File: src/rtl/spi_mcp320x_scan.sv
// Round-robin scanner for an MCP320x-family SPI ADC.
// Each frame of SAMPLE_PERIOD clocks, the scanner picks the next enabled
// channel and runs one 19-SCK conversion. It then presents the 12-bit
// result on o_data/o_ch with a one-cycle o_valid pulse.
module spi_mcp320x_scan #(
    parameter int NUM_CH        = 8,
    parameter int SGL           = 1,
    parameter int CLK_DIV       = 70,
    parameter int SAMPLE_PERIOD = 3000,
    parameter int TSU           = 56,
    parameter int TCSH          = 64
) (
    input  logic              clk,
    input  logic              rst_n,
    input  logic              en,
    input  logic [NUM_CH-1:0] ch_mask,
    input  logic              miso,
    output logic              mosi,
    output logic              sck,
    output logic              cs_n,
    output logic [11:0]       o_data,
    output logic [2:0]        o_ch,
    output logic              o_valid,
    output logic              o_busy
);

    if (SAMPLE_PERIOD < TSU + 38 * CLK_DIV + TCSH + 2) begin : g_bad_period
        $error("spi_mcp320x_scan: SAMPLE_PERIOD too short for one conversion");
    end
    if (NUM_CH < 1 || NUM_CH > 8) begin : g_bad_num_ch
        $error("spi_mcp320x_scan: NUM_CH must be 1..8");
    end
    if (CLK_DIV < 2 || TSU < 1 || TCSH < 1) begin : g_bad_timing
        $error("spi_mcp320x_scan: CLK_DIV >= 2, TSU >= 1, TCSH >= 1 required");
    end

    localparam int FW    = (SAMPLE_PERIOD > 1) ? $clog2(SAMPLE_PERIOD) : 1;
    localparam int TMAX0 = (TSU > 2 * CLK_DIV) ? TSU : 2 * CLK_DIV;
    localparam int TMAX  = (TMAX0 > TCSH) ? TMAX0 : TCSH;
    localparam int TW    = $clog2(TMAX + 1);

    typedef enum logic [1:0] {IDLE, SETUP, SHIFT, HOLD} state_t;

    state_t        state, state_nx;
    logic [FW-1:0] fcnt;
    logic [TW-1:0] tmr, tmr_nx;
    logic [4:0]    bitn, bitn_nx;
    logic [2:0]    ch, ch_nx;
    logic [2:0]    last_ch, last_nx;
    logic          have_last, have_nx;
    logic [11:0]   sr, sr_nx;
    logic          cs_nx, sck_nx, mosi_nx, valid_nx;
    logic [11:0]   data_nx;
    logic [2:0]    och_nx;
    logic [7:0]    mask8;
    logic [2:0]    sel;
    logic          frame_start;

    // Command word shifted out MSB first: start, SGL/DIFF, D2, D1, D0, then zeros.
    function automatic logic cmd_bit(input logic [4:0] idx, input logic [2:0] c);
        case (idx)
            5'd0:    return 1'b1;
            5'd1:    return (SGL != 0);
            5'd2:    return c[2];
            5'd3:    return c[1];
            5'd4:    return c[0];
            default: return 1'b0;
        endcase
    endfunction

    assign frame_start = en && (fcnt == '0);
    assign o_busy      = ~cs_n;

    // Frame counter: free-runs over the sample period while enabled, parked at 0 otherwise.
    always_ff @(posedge clk or negedge rst_n) begin
        if (!rst_n) begin
            fcnt <= '0;
        end else if (!en) begin
            fcnt <= '0;
        end else if (fcnt == FW'(SAMPLE_PERIOD - 1)) begin
            fcnt <= '0;
        end else begin
            fcnt <= fcnt + 1'b1;
        end
    end

    // Round-robin pick: lowest enabled channel, overridden by the first enabled one above the last.
    always_comb begin
        logic found_above;
        logic found_low;
        mask8              = '0;
        mask8[NUM_CH-1:0]  = ch_mask;
        sel                = '0;
        found_low          = 1'b0;
        found_above        = 1'b0;
        for (int unsigned i = 0; i < 8; i++) begin
            if (mask8[i[2:0]] && !found_low) begin
                sel       = i[2:0];
                found_low = 1'b1;
            end
        end
        for (int unsigned i = 0; i < 8; i++) begin
            if (mask8[i[2:0]] && have_last && (i[2:0] > last_ch) && !found_above) begin
                sel         = i[2:0];
                found_above = 1'b1;
            end
        end
    end

    // State and datapath registers.
    always_ff @(posedge clk or negedge rst_n) begin
        if (!rst_n) begin
            state     <= IDLE;
            tmr       <= '0;
            bitn      <= '0;
            ch        <= '0;
            last_ch   <= '0;
            have_last <= 1'b0;
            sr        <= '0;
            cs_n      <= 1'b1;
            sck       <= 1'b0;
            mosi      <= 1'b0;
            o_data    <= '0;
            o_ch      <= '0;
            o_valid   <= 1'b0;
        end else begin
            state     <= state_nx;
            tmr       <= tmr_nx;
            bitn      <= bitn_nx;
            ch        <= ch_nx;
            last_ch   <= last_nx;
            have_last <= have_nx;
            sr        <= sr_nx;
            cs_n      <= cs_nx;
            sck       <= sck_nx;
            mosi      <= mosi_nx;
            o_data    <= data_nx;
            o_ch      <= och_nx;
            o_valid   <= valid_nx;
        end
    end

    // Next-state, SPI pin and capture logic; en=0 overrides everything at the end.
    always_comb begin
        state_nx = state;
        tmr_nx   = tmr;
        bitn_nx  = bitn;
        ch_nx    = ch;
        last_nx  = last_ch;
        have_nx  = have_last;
        sr_nx    = sr;
        cs_nx    = cs_n;
        sck_nx   = sck;
        mosi_nx  = mosi;
        data_nx  = o_data;
        och_nx   = o_ch;
        valid_nx = 1'b0;

        case (state)
            IDLE: begin
                if (frame_start && (ch_mask != '0)) begin
                    state_nx = SETUP;
                    ch_nx    = sel;
                    last_nx  = sel;
                    have_nx  = 1'b1;
                    cs_nx    = 1'b0;
                    mosi_nx  = cmd_bit(5'd0, sel);
                    tmr_nx   = '0;
                end
            end
            SETUP: begin
                if (tmr == TW'(TSU - 1)) begin
                    state_nx = SHIFT;
                    sck_nx   = 1'b1;
                    tmr_nx   = '0;
                    bitn_nx  = '0;
                end else begin
                    tmr_nx = tmr + 1'b1;
                end
            end
            SHIFT: begin
                tmr_nx = tmr + 1'b1;
                // sr already holds the bit taken on rise 19 in the cycle that rise is visible.
                if (tmr == '0 && bitn == 5'd18) begin
                    data_nx  = sr;
                    och_nx   = ch;
                    valid_nx = 1'b1;
                end
                if (tmr == TW'(CLK_DIV - 1)) begin
                    sck_nx  = 1'b0;
                    mosi_nx = cmd_bit(bitn + 5'd1, ch);
                end
                if (tmr == TW'(CLK_DIV) && bitn == 5'd18) begin
                    state_nx = HOLD;
                    cs_nx    = 1'b1;
                    mosi_nx  = 1'b0;
                    tmr_nx   = '0;
                end
                if (tmr == TW'(2 * CLK_DIV - 1)) begin
                    sck_nx  = 1'b1;
                    tmr_nx  = '0;
                    bitn_nx = bitn + 5'd1;
                    // Rises 8..19 carry B11..B0; earlier rises are sample/null time.
                    if (bitn >= 5'd6) begin
                        sr_nx = {sr[10:0], miso};
                    end
                end
            end
            HOLD: begin
                if (tmr == TW'(TCSH - 1)) begin
                    state_nx = IDLE;
                    tmr_nx   = '0;
                end else begin
                    tmr_nx = tmr + 1'b1;
                end
            end
            default: state_nx = IDLE;
        endcase

        if (!en) begin
            state_nx = IDLE;
            tmr_nx   = '0;
            have_nx  = 1'b0;
            cs_nx    = 1'b1;
            sck_nx   = 1'b0;
            mosi_nx  = 1'b0;
            data_nx  = o_data;
            och_nx   = o_ch;
            valid_nx = 1'b0;
        end
    end

endmodule

File: config.mk
export PLATFORM = sky130hd
export DESIGN_NAME = spi_mcp320x_scan
export DESIGN_NICKNAME = d
export VERILOG_FILES = /design/src/rtl/spi_mcp320x_scan.sv
export SDC_FILE = /design/constraint.sdc
export NUM_CORES = 1
export LEC_CHECK = 0
export CORE_ASPECT_RATIO = 1.4
export CORE_MARGIN = 10
export CORE_UTILIZATION = 60
export CTS_BUF_LIST = sky130_fd_sc_hd__clkbuf_8
export CTS_CLUSTER_DIAMETER = 30
export DETAILED_ROUTE_END_ITERATION = 7
export PLACE_DENSITY = 0.9
export SYNTH_ARGS = -nofsm -noshare
export SYNTH_HDL_FRONTEND = slang
export SYNTH_SLANG_ARGS = --single-unit
File: constraint.sdc
create_clock -name clk -period 5.2 [get_ports clk]
set_clock_uncertainty 0.05 [all_clocks]
set_input_delay 1.04 -clock clk [delete_from_list [all_inputs] [get_ports clk]]
set_output_delay 1.04 -clock clk [all_outputs]
set_load 0.02 [all_outputs]
==> flow_metrics.tcl <==
set metrics [dict create \
    diodes 0 \
    drt-met1-wl_mm 3.11 \
    cts_hold_buf 0 \
    grt_overflow_total 0 \
    finalCritPeriodShare 0.590 \
    min-delay-path-class "reg2reg" \
    seq_area_frac_synth 0.438 \
    ys_seq_elements 62 \
    globalplace.congestion 0.866 \
    cts_tree "yes" \
    drc_errors 0 \
    yosys.cell_count.top_type "dfrtp_1" \
    synth_cell_types 63 \
    final_hold_viol_count 0 \
    register_area_um2 1550 \
    die_w_um 85.0 \
    syn_avg_cell_area_um2 10.3 \
    cts_sinks 62 \
    cp.required_ns 5.36 \
    place_area_um2 3850 \
    critical_path.max_fanout 17 \
    dpl.cell_count 432 \
    dp_hpwl_mm 5.16 \
    ant_nets 0 \
    synth_fp_nets 373 \
    pre_cts_ws_ns 1.83 \
    synth-warning-count 0 \
    initial_core_util 0.609 \
    num_io_pins 32 \
    wl_mm 7.59 \
    status "finished clean" \
    grt_pass1_wl_mm 13.3 \
    cts.reportedPaths.clkPinSlew_ns 0.08 \
    maxSlewHeadroom 0.180 \
    arrival_ns 3.22 \
    io_buffers 31 \
    layout.nets 400 \
    cts_buffers 9 \
    synth_largest_area_cell "dfrtp_1" \
    synth_top_area_frac 0.430 \
    cts_setup_buffers 0 \
    fmaxAchievable_ghz 0.326 \
    multiInputGateArea_um2 1820 \
    rsz0062_at_grt "false" \
    syn-instance-count 346 \
    drt-vias-per-instance 6.03 \
    firstDrtPassIters 5 \
    vdd_drop_max_mv 0.207 \
    syn_area_um2 3550 \
    grt_max_degree 63 \
    synthArstFlopShare 1.00 \
    area_growth_pct 14.5 \
    leakage_nw 1.86 \
    final_area_um2 4060 \
    ctsHtreeMaxLevel 3 \
    powerDensity_nw_per_um2 334 \
    clock_latency_ns 0.35 \
    wire_per_inst_um 16.9 \
    route.met3.wl_um 361 \
    drive_above_1_share 0.153 \
    cp-end-kind "flip-flop" \
    start_kind "input port" \
    grt_usage 0.167 \
    vias 2702 \
    synth_edf_count 0 \
    antenna_found_initial 0 \
    cts_resized 0 \
    highest_layer "met4" \
    ys.flop_type "dfrtp_1" \
    fillerInstances 420 \
    grt_pass1_vias 2740 \
    drt-initial-drc-count 125 \
    cts_root_buf "clkbuf_8" \
    report.final.slew_viol_count 0 \
    synth_common_cells "dfrtp_1 (61), nand2_1 (27), nor2_1 (27)" \
    period_minus_slack_ns 3.07 \
    setup_viol 0 \
    synth.area.top_cells "dfrtp_1 (43%), mux2_2 (5.4%), ha_1 (5.3%), mux2_4 (4.2%), nand2_1 (2.9%)" \
    die_area_um2 9430 \
    worst-setup-path-type "in2reg" \
    maxCapViolations 0 \
    worst_pin_slew_ns 1.22 \
    fin_tns_setup_ns 0 \
    cts.path.max_buffers 2 \
    fin_cells 448 \
    wl_met2_mm 3.91 \
    timing.final.ws_setup_ns 2.13 \
    core_area_um2 5820 \
    rows 33 \
    die_h_um 111 \
]
## metal layers
| layer | GRT usage | up-vias |
|---|---|---|
| met5 | 0 | - |
| met4 | 0.0771 | 0 |
| met3 | 0.0456 | 15 |
| met2 | 0.274 | 68 |
| met1 | 0.195 | 1336 |
| li1 | - | 1283 |
## worst max-delay path: stages
cell             delay (ns)
clkdlybuf4s50_1        0.84
nor4b_2                0.31
and4_4                 0.29
nand3_1                0.21
a2111oi_0              0.41
nor3_1                 0.12
## power breakdown
group	leakage [nW]	internal, mW	switching [mW]
Clock	0.103	0.238	0.206
Sequential	0.851	0.520	0.0631
Combinational	0.903	0.139	0.191
Total	1.86	0.897	0.460
## logic make-up (layout without fill, tap and decap cells)
logic type,after synthesis,count (layout),synth area share
simple gates,123,123,0.193
fa+ha+maj,15,15,0.0529
flops,62,62,0.438
xor+xnor,14,14,0.0346
compound gates,65,65,0.129
buf+inv,37,69,0.0487
mux,30,30,0.105
## registers in the layout, summed over array words and instances, names as in the netlist
register / count
last_ch: 3
tmr: 8
o_data: 12
fcnt: 12
bitn: 5
sck: 1
cs_n: 1
o_valid: 1
mosi: 1
state: 2
have_last: 1
o_ch: 3
sr: 12
## area by class of cell
type	count	area share
multi-input cells	247	0.449
flip-flops and latches	62	0.382
repair buffers	32	0.0770
clock buffers	10	0.0339
well taps	70	0.0216
inverters	21	0.0194
clock inverters	6	0.0169
## stage by stage
| step | power [mW] | hold WS [ns] | util |
|---|---|---|---|
| 5_1_grt | 1.43 | 0.485 | 0.698 |
| 3_5_place_dp | 0.913 | 0.445 | 0.662 |
| 2_1_floorplan | 0.810 | 0.428 | - |
| 3_3_place_gp | 0.901 | 0.435 | 0.662 |
| 6_report | 1.36 | 0.461 | 0.698 |
| 4_1_cts | 1.36 | 0.464 | 0.698 |
## final timing paths
kind                            from          to  slack, ns  depth (start not counted)
min reg2reg                o_data[0]   o_data[0]       0.46                          1
max in group asynchronous      rst_n     fcnt[6]       3.78                          2
max reg2reg                 state[0]      sr[10]       2.72                          6
max                               en  last_ch[1]       2.13                          6
min in group asynchronous      rst_n     bitn[1]       0.78                          2
min                        o_data[0]   o_data[0]       0.46                          1
## cell usage in the layout (no fill, tap or decap), drive strengths merged, types with 4 or more instances in the layout
| master | count |
|---|---|
| o21ai | 17 |
| nor2b | 7 |
| clkdlybuf4s50 | 30 |
| nand4 | 4 |
| and4b | 4 |
| dfrtp | 61 |
| xor2 | 10 |
| nor2 | 27 |
| mux2 | 27 |
| ha | 15 |
| nand3 | 19 |
| nand2 | 27 |
| clkbuf | 10 |
| a21oi | 13 |
| inv | 23 |
| and4 | 5 |
| nor3 | 7 |
| a31oi | 6 |
| xnor2 | 4 |
Note: power is estimated with default switching activity, not from simulation.
